===== src/rtl/proj_ctrl_pkg.sv =====
// Shared types and helpers for the projection-memory controller.
// Optional bank1 rotation is enabled by defining PROJ_ROTATE_EN.
package proj_ctrl_pkg;

  typedef enum logic [1:0] {
    LOAD  = 2'd0,
    READY = 2'd1,
    SCAN  = 2'd2,
    DRAIN = 2'd3
  } state_e;

  // Words per bank: the hypervector is split across two banks of in_width-bit words.
  function automatic int unsigned proj_depth(input int unsigned dhv_size,
                                             input int unsigned in_width);
    return dhv_size / (2 * in_width);
  endfunction

endpackage


===== src/rtl/proj_addr_gen.sv =====
// Scan address counter with last-address detect; under PROJ_ROTATE_EN the
// bank1 address is offset by a sampled rotation, modulo the bank depth.
module proj_addr_gen #(
  parameter int ADDR_WIDTH = 8,
  parameter int DEPTH      = 125
) (
  input  logic                  clk,
  input  logic                  reset,
  input  logic                  start_i,
  input  logic                  adv_i,
`ifdef PROJ_ROTATE_EN
  input  logic [ADDR_WIDTH-1:0] rot_i,
`endif
  output logic [ADDR_WIDTH-1:0] ptr_o,
  output logic [ADDR_WIDTH-1:0] addr1_o,
  output logic                  last_o
);

  localparam logic [ADDR_WIDTH-1:0] LAST_ADDR = ADDR_WIDTH'(DEPTH - 1);

  logic [ADDR_WIDTH-1:0] ptr_q, ptr_d;

  assign last_o = (ptr_q == LAST_ADDR);
  assign ptr_o  = ptr_q;

  // NOTE: combinational blocks assign a default first so no path infers a latch.
  always_comb begin
    ptr_d = ptr_q;
    if (start_i) begin
      ptr_d = '0;
    end else if (adv_i) begin
      ptr_d = last_o ? '0 : ptr_q + ADDR_WIDTH'(1);
    end
  end

  always_ff @(posedge clk or negedge reset) begin
    if (!reset) begin
      ptr_q <= '0;
    end else begin
      ptr_q <= ptr_d;
    end
  end

`ifdef PROJ_ROTATE_EN
  localparam logic [ADDR_WIDTH:0] DEPTH_W = (ADDR_WIDTH + 1)'(DEPTH);

  logic [ADDR_WIDTH-1:0] rot_q, rot_d;
  logic [ADDR_WIDTH:0]   sum;

  always_comb begin
    rot_d = rot_q;
    if (start_i) begin
      // An out-of-range rotation collapses to identity rather than aliasing.
      rot_d = ({1'b0, rot_i} >= DEPTH_W) ? '0 : rot_i;
    end
  end

  always_ff @(posedge clk or negedge reset) begin
    if (!reset) begin
      rot_q <= '0;
    end else begin
      rot_q <= rot_d;
    end
  end

  // Both operands are below DEPTH, so one conditional subtract wraps the sum.
  assign sum     = {1'b0, ptr_q} + {1'b0, rot_q};
  assign addr1_o = (sum >= DEPTH_W) ? ADDR_WIDTH'(sum - DEPTH_W) : sum[ADDR_WIDTH-1:0];
`else
  assign addr1_o = ptr_q;
`endif

endmodule


===== src/rtl/proj_mem_controller.sv =====
// Load/scan sequencer for the two-bank projection memory feeding the HD encoder.
// Defining PROJ_ROTATE_EN adds rot_shift and a rotated bank1 scan address.
module proj_mem_controller
  import proj_ctrl_pkg::*;
#(
  parameter int Dhv_SIZE   = 4000,
  parameter int IN_WIDTH   = 16,
  parameter int ADDR_WIDTH = 8
) (
  input  logic                  clk,
  input  logic                  reset,
  input  logic                  load_valid,
  output logic                  load_ready,
  input  logic [2*IN_WIDTH-1:0] load_data,
  input  logic                  reload,
  input  logic                  scan_start,
`ifdef PROJ_ROTATE_EN
  input  logic [ADDR_WIDTH-1:0] rot_shift,
`endif
  output logic                  mem_we,
  output logic [2*IN_WIDTH-1:0] mem_wdata,
  output logic [ADDR_WIDTH-1:0] mem_addr0,
  output logic [ADDR_WIDTH-1:0] mem_addr1,
  input  logic [IN_WIDTH-1:0]   mem_rdata0,
  input  logic [IN_WIDTH-1:0]   mem_rdata1,
  output logic                  loaded,
  output logic                  scan_busy,
  output logic                  out_valid,
  output logic [IN_WIDTH-1:0]   out_data0,
  output logic [IN_WIDTH-1:0]   out_data1,
  output logic                  out_last
);

  localparam int DEPTH = int'(proj_depth(Dhv_SIZE, IN_WIDTH));
  localparam logic [ADDR_WIDTH-1:0] WR_LAST = ADDR_WIDTH'(DEPTH - 1);

  state_e                state_q;
  logic [ADDR_WIDTH-1:0] wr_ptr_q;
  logic                  loaded_q;
  logic                  busy_q;
  logic                  out_valid_q;
  logic                  out_last_q;

  logic [ADDR_WIDTH-1:0] rd_ptr;
  logic [ADDR_WIDTH-1:0] rd_addr1;
  logic                  rd_last;
  logic                  scan_go;
  logic                  in_scan;

  assign in_scan = (state_q == SCAN);
  // reload wins over a simultaneous scan_start in READY.
  assign scan_go = (state_q == READY) && scan_start && !reload;

  proj_addr_gen #(
    .ADDR_WIDTH(ADDR_WIDTH),
    .DEPTH     (DEPTH)
  ) u_addr_gen (
    .clk    (clk),
    .reset  (reset),
    .start_i(scan_go),
    .adv_i  (in_scan),
`ifdef PROJ_ROTATE_EN
    .rot_i  (rot_shift),
`endif
    .ptr_o  (rd_ptr),
    .addr1_o(rd_addr1),
    .last_o (rd_last)
  );

  // NOTE: sequential state uses non-blocking assignments so every register
  // in this block samples the values from before the clock edge.
  always_ff @(posedge clk or negedge reset) begin
    if (!reset) begin
      state_q     <= LOAD;
      wr_ptr_q    <= '0;
      loaded_q    <= 1'b0;
      busy_q      <= 1'b0;
      out_valid_q <= 1'b0;
      out_last_q  <= 1'b0;
    end else begin
      out_valid_q <= in_scan;
      out_last_q  <= in_scan && rd_last;
      case (state_q)
        LOAD: begin
          if (load_valid) begin
            if (wr_ptr_q == WR_LAST) begin
              wr_ptr_q <= '0;
              loaded_q <= 1'b1;
              state_q  <= READY;
            end else begin
              wr_ptr_q <= wr_ptr_q + ADDR_WIDTH'(1);
            end
          end
        end
        READY: begin
          if (reload) begin
            loaded_q <= 1'b0;
            state_q  <= LOAD;
          end else if (scan_start) begin
            busy_q  <= 1'b1;
            state_q <= SCAN;
          end
        end
        SCAN: begin
          if (rd_last) state_q <= DRAIN;
        end
        DRAIN: begin
          busy_q  <= 1'b0;
          state_q <= READY;
        end
        default: state_q <= LOAD;
      endcase
    end
  end

  assign load_ready = (state_q == LOAD);
  assign mem_we     = load_valid && load_ready;
  assign mem_wdata  = load_data;

  always_comb begin
    mem_addr0 = '0;
    mem_addr1 = '0;
    if (state_q == LOAD) begin
      mem_addr0 = wr_ptr_q;
      mem_addr1 = wr_ptr_q;
    end else if (in_scan) begin
      mem_addr0 = rd_ptr;
      mem_addr1 = rd_addr1;
    end
  end

  assign loaded    = loaded_q;
  assign scan_busy = busy_q;
  assign out_valid = out_valid_q;
  assign out_last  = out_last_q;
  // Read data arrives one cycle after its address, in step with out_valid.
  assign out_data0 = out_valid_q ? mem_rdata0 : '0;
  assign out_data1 = out_valid_q ? mem_rdata1 : '0;

endmodule


===== config.mk =====
export PLATFORM = sky130hd
export DESIGN_NAME = proj_mem_controller
export DESIGN_NICKNAME = d
export VERILOG_FILES = /design/src/rtl/proj_ctrl_pkg.sv /design/src/rtl/proj_addr_gen.sv /design/src/rtl/proj_mem_controller.sv
export SDC_FILE = /design/constraint.sdc
export NUM_CORES = 1
export LEC_CHECK = 0
export ABC_AREA = 1
export CAP_MARGIN = 20
export CORE_UTILIZATION = 30
export CTS_CLUSTER_DIAMETER = 80
export DETAILED_ROUTE_END_ITERATION = 10
export PLACE_DENSITY = 0.82
export REMOVE_ABC_BUFFERS = 1
export SYNTH_ARGS = -nofsm -noshare
export SYNTH_HDL_FRONTEND = slang
export SYNTH_SLANG_ARGS = --single-unit

===== constraint.sdc =====
create_clock -name clk -period 2.1 [get_ports clk]
set_clock_uncertainty 0.2 [all_clocks]
set_input_delay 0.63 -clock clk [delete_from_list [all_inputs] [get_ports clk]]
set_output_delay 0.63 -clock clk [all_outputs]
set_load 0.02 [all_outputs]

After elaboration in Yosys (flattened, before gate mapping)
Index checks and enable logic that the tools add are counted.
Word-level totals
  input port bits: 69
  output and inout bits: 86
  logic and storage cells: 55
  register bits after elaboration: 22
Operators by class
  equality and inequality tests: 12
  reductions and logical operators: 13
  add/subtract/negate cells: 2
  multiplexer cells: 21
Operators by type and width (count)
  $mux 8: 6
  $mux 16: 2
  $add 8x1->8 const B: 2
  $eq 8x7->1 const B: 2
  $mux 2: 5
  $ne 2x2->1 const B: 5
  $pmux 2 s4: 1
  $reduce_and 4->1: 2
  $reduce_bool 2->1: 3
  $mux 1: 5
  $eq 2x2->1 const B: 2
  $logic_and 1x1->1: 4
  $pmux 1 s2: 2
  $ne 3x3->1 const B: 1
  $reduce_and 3->1: 1
  $eq 2x1->1 const B: 1
  $logic_not 2->1: 1
  $ne 2x1->1 const B: 1
  $reduce_and 2->1: 1
  $logic_not 1->1: 1

Logic depth before layout (Yosys ltp)
  depth in word-level cells: 4
  mapped depth: 10
  mapped depth without buffers: 10

By module
From an unflattened synthesis, not the netlist that was laid out.
Second synthesis, totals
  cell total of the unflattened synthesis: 310
  area, all modules: 2054.5 µm²
Modules (own cells, without submodules)
  proj_mem_controller: seq. area each 350.3 µm², area each 1517.7 µm², cells an instance 244, instances 1
  proj_addr_gen: seq. area each 200.2 µm², area each 536.8 µm², cells an instance 66, instances 1

Least setup slack after synthesis
OpenSTA, ideal clock, no wires.
  path kind: reg-to-output
  start: register state_q[0]
  end: output mem_addr1[7]
  stages on the path, launching flop included: 7
  required time: 1.270 ns
  slack: -0.766 ns
  path buffers: 2
  arrival time: 2.036 ns
  path through: dfrtp_1 inv_1 ha_1 inv_1 clkbuf_1 o21ai_0 buf_4
On the way
  elaborated cells on any way between the ends: 4
  those cells by class: eq/ne (1); mux (2); reduce/logical (1)
RTL lines
  start: declaration: RTL line proj_mem_controller.sv:37  | state_e state_q;
  start signal: assignment: RTL line proj_mem_controller.sv:74  | state_q <= LOAD;
  start signal: assignment: RTL line proj_mem_controller.sv:89  | state_q <= READY;
  start signal: assignment: RTL line proj_mem_controller.sv:98  | state_q <= LOAD;
  $logic_not 2->1
  named net load_ready: RTL line proj_mem_controller.sv:13  | output logic load_ready,
  $mux 8: RTL line proj_mem_controller.sv:123  | if (state_q == LOAD) begin
  end: declaration: RTL line proj_mem_controller.sv:23  | output logic [ADDR_WIDTH-1:0] mem_addr1,
The timed path passes the listed nets, and every way through them passes these cells.

Final worst setup path
  start: register state_q[0]
  end: output mem_addr0[6]
On the way
  longest elaborated chain between the ends: 3
  elaborated cells on any way between the ends: 4
  those cells by class: eq/ne (1); mux (2); reduce/logical (1)
Ends and longest elaborated chain
  $eq 2x2->1: RTL line proj_mem_controller.sv:50  | assign in_scan = (state_q == SCAN);
  $mux 8: RTL line proj_mem_controller.sv:126  | end else if (in_scan) begin
  $mux 8 (*): RTL line proj_mem_controller.sv:123
  end: declaration: RTL line proj_mem_controller.sv:22  | output logic [ADDR_WIDTH-1:0] mem_addr0,
Mark *: on every way between the ends. The rest lies on a longest branch, timed or not.

==> results.cfg <==
[drt]
vias = 2087
post-route-drc-count = 0
drt_wl_total_um = 6629
vias_per_cell = 4.547
ant_nets = 0
detail_route.first_pass.iterations = 4
first_iter_violations = 49
detail_route.wl_per_cell_um = 14.44

[timing]
fin_crit_ns = 2.303
finalHoldViolCount = 0
max_clock_freq_mhz = 434.2
final-setup-viol-count = 18
tns_ns = -2.938
unrepaired_setup_endpoints_after_global_routing = yes
slew_viol_final = 0
final_critical_path_setup_slack_ns = -0.2031
timing.final.crit_share = 1.097
timing.max_slew.rel_slack = 0.8020
tightestPinTransition_ns = 0.2971

[synth]
synth_seq_area_share = 0.2819
synth_largest_area_cell = sky130_fd_sc_hd__dfrtp_1
synth_cell_type_count = 24
yosys-top-cells-area = sky130_fd_sc_hd__dfrtp_1 28%, sky130_fd_sc_hd__buf_4 15%, sky130_fd_sc_hd__nand2_1 15%
netlist.area_leader.share = 0.2819
ys.warnings.count = 0
synth.ff_latch_count = 22
synthesis.area_per_instance_um2 = 6.782
post_synthesis_cell_area_um2 = 1953
postSynthCellCount = 288

[floorplan]
core_region_area_um2 = 6314
die-area_um2 = 6837
dieHeight_um = 82.69
io_pins = 155
start_util = 0.3094
die_width_um = 82.69
num_rows = 29

[placement]
placed_cell_count = 447
place.detailed.hpwl_um = 4960
post_dp_cell_area_um2 = 2920
globalplace.congestion = 0.8559
port_buffers = 90

[power]
combinationalPowerShare = 0.717
clkPwrFrac = 0.108
power_per_cell_area_nw_per_um2 = 1192
max-vdd-ir-drop_uv = 1142
p_leak_nw = 1.863
p_sw_w = 0.001723
seq_power_share = 0.175
internal_power_w = 0.002123
totalPowerFinal_w = 0.003846
power.share.switching = 0.4480

[worst_setup_path]
critPathCaptureType = output pin
cp.required_ns = 1.27
path_max_fanout = 5
worst_setup_path_start_kind = flop
cp.arrival_ns = 1.47
critPathKind = reg -> out

[final_layout]
number_of_nets_in_the_finished_design = 461
num_antenna_cells = 0
fin_area_um2 = 3226
final_layout_size_suffix_gt1_frac = 0.3979
finish.cell_count_without_fillers = 459
area_growth_pct = 65.15

[clock_network]
max-clock-path-buffers = 2
tritoncts.num_buffers = 3
cts_hold_buf = 0
worst_setup_hold_path_clk_slew_ns = 0.09
clock_tree_from_tritoncts = done
cts_num_sinks = 22
worst_skew_pair.late_latency_ns = 0.28
root_buffer = sky130_fd_sc_hd__clkbuf_8
count_of_h_tree_levels_built_during_cts = 1

[grt]
antenna_violations_before_repair = 0
maximum_number_of_pins_on_one_net_before_global_route_repair = 34
grt_first_pass_wirelength_um = 9549
number_of_global_route_vias_before_repair = 1957
grt-ovfl-total = 0
overall_fraction_of_global_route_tracks_in_use = 0.1931

[outcome]
violations = setup timing
run_status = complete, but fails checks

[flow_run]
maxCapViolations = 0

[min_path]
hold_class = reg -> reg
==> power groups by stage <==
stage | clock, W | sequential [W] | combinational [W]
after floorplan | 0 | 0.000735 | 0.00104
after global placement | 0 | 0.000660 | 0.00222
after detailed placement | 0 | 0.000663 | 0.00228
after CTS | 0.000420 | 0.000667 | 0.00259
after global routing | 0.000438 | 0.000695 | 0.00297
final | 0.000415 | 0.000673 | 0.00276
==> worst paths after layout <==
path	cells after the start	slack [ns]	startpoint	end
max in group asynchronous	2	0.97	reset	u_addr_gen.addr1_o[7]
min in group asynchronous	2	0.49	reset	loaded
max	6	-0.20	state_q[0]	mem_addr0[6]
min	2	0.31	loaded	loaded
min reg2reg	2	0.31	loaded	loaded
max reg2reg	13	0.03	state_q[0]	wr_ptr_q[7]
==> registers in the layout, indices dropped and copies added (netlist names) <==
register / flops
u_addr_gen.addr1_o: 8
wr_ptr_q: 8
state_q: 2
loaded: 1
out_last: 1
out_valid: 1
scan_busy: 1
==> timing repair <==
item	4_1_cts	5_1_grt
setup endpoints to repair	52	25
buffers inserted	4	4
pin swaps	4	1
resized for setup	381	12
==> stage by stage <==
step,worst slack (ns),util,hold slack (ns)
after global placement,-0.6053,0.4625,0.2675
after global routing,-0.2511,0.5109,0.3491
after CTS,-0.1807,0.4990,0.3112
final,-0.2031,0.5109,0.3088
after detailed placement,-0.6507,0.4625,0.2895
after floorplan,-0.7848,-,0.1344
==> kinds of logic (layout without fill, tap and decap cells) <==
logic type,after synthesis,in the layout,synth area share
adder cells (fa/ha/maj),9,9,0.05766
buffers and inverters,105,199,0.2793
AND/OR/NAND/NOR,125,125,0.2806
AO/OA/AOI/OAI,19,19,0.06471
flip-flops,22,22,0.2819
XOR/XNOR,8,8,0.03588
==> layout by cell type (no fill, tap or decap), types with 8 or more instances in the layout <==
cell	synthesis	layout
sky130_fd_sc_hd__o21ai_2	3	8
sky130_fd_sc_hd__inv_1	57	48
sky130_fd_sc_hd__nand3_1	13	8
sky130_fd_sc_hd__dlygate4sd2_1	0	35
sky130_fd_sc_hd__buf_6	0	50
sky130_fd_sc_hd__nor2_1	16	16
sky130_fd_sc_hd__inv_2	3	10
sky130_fd_sc_hd__dfrtp_1	22	22
sky130_fd_sc_hd__nand2_1	78	74
sky130_fd_sc_hd__nand2_2	6	8
sky130_fd_sc_hd__buf_4	40	42
==> critical path, cell delays in order, from the launching register on <==
cell                      delay (ns)
sky130_fd_sc_hd__dfrtp_1        0.41
sky130_fd_sc_hd__inv_2          0.11
sky130_fd_sc_hd__ha_4           0.21
sky130_fd_sc_hd__buf_8          0.15
sky130_fd_sc_hd__nand2_2        0.08
sky130_fd_sc_hd__o31ai_4        0.08
sky130_fd_sc_hd__buf_6          0.16
==> per-layer routing <==
| layer | wire length (um) | share of wire | GRT usage | vias to the layer above |
|---|---|---|---|---|
| met2 | 3013 | 0.45 | 0.3238 | 132 |
| met3 | 1055 | 0.16 | 0.1143 | 5 |
| li1 | - | - | - | 993 |
| met4 | 55 | 0.0083 | 0.04138 | 0 |
| met1 | 2505 | 0.38 | 0.2053 | 957 |
| met5 | 0 | 0 | 0.04167 | - |
==> cell usage after synthesis <==
cell type,n
sky130_fd_sc_hd__a21oi_4,1
sky130_fd_sc_hd__dfrtp_1,22
sky130_fd_sc_hd__ha_1,9
sky130_fd_sc_hd__o21ai_2,3
sky130_fd_sc_hd__nand3_2,2
sky130_fd_sc_hd__inv_2,3
sky130_fd_sc_hd__a21o_1,1
sky130_fd_sc_hd__xnor2_1,1
sky130_fd_sc_hd__nor2_2,8
sky130_fd_sc_hd__xor2_1,7
sky130_fd_sc_hd__a31oi_1,1
sky130_fd_sc_hd__a21oi_1,3
sky130_fd_sc_hd__buf_4,40
sky130_fd_sc_hd__nand3_1,13
sky130_fd_sc_hd__o21a_1,1
sky130_fd_sc_hd__nand2_1,78
sky130_fd_sc_hd__nor2_1,16
sky130_fd_sc_hd__nand2_2,6
sky130_fd_sc_hd__clkbuf_1,4
sky130_fd_sc_hd__nor2_4,2
sky130_fd_sc_hd__o31ai_1,1
sky130_fd_sc_hd__o21ai_0,8
sky130_fd_sc_hd__buf_2,1
sky130_fd_sc_hd__inv_1,57
==> cell type report <==
class / count / area (um2)
clock buffer: 3 / 41.29
clock inverter: 1 / 30.03
fill: 595 / 3088
inverter: 60 / 235.2
multi-input combinational: 161 / 997.2
sequential: 22 / 550.5
tap: 77 / 96.34
timing repair buffer: 135 / 1275
No activity file was read; power rests on OpenSTA's default activity.
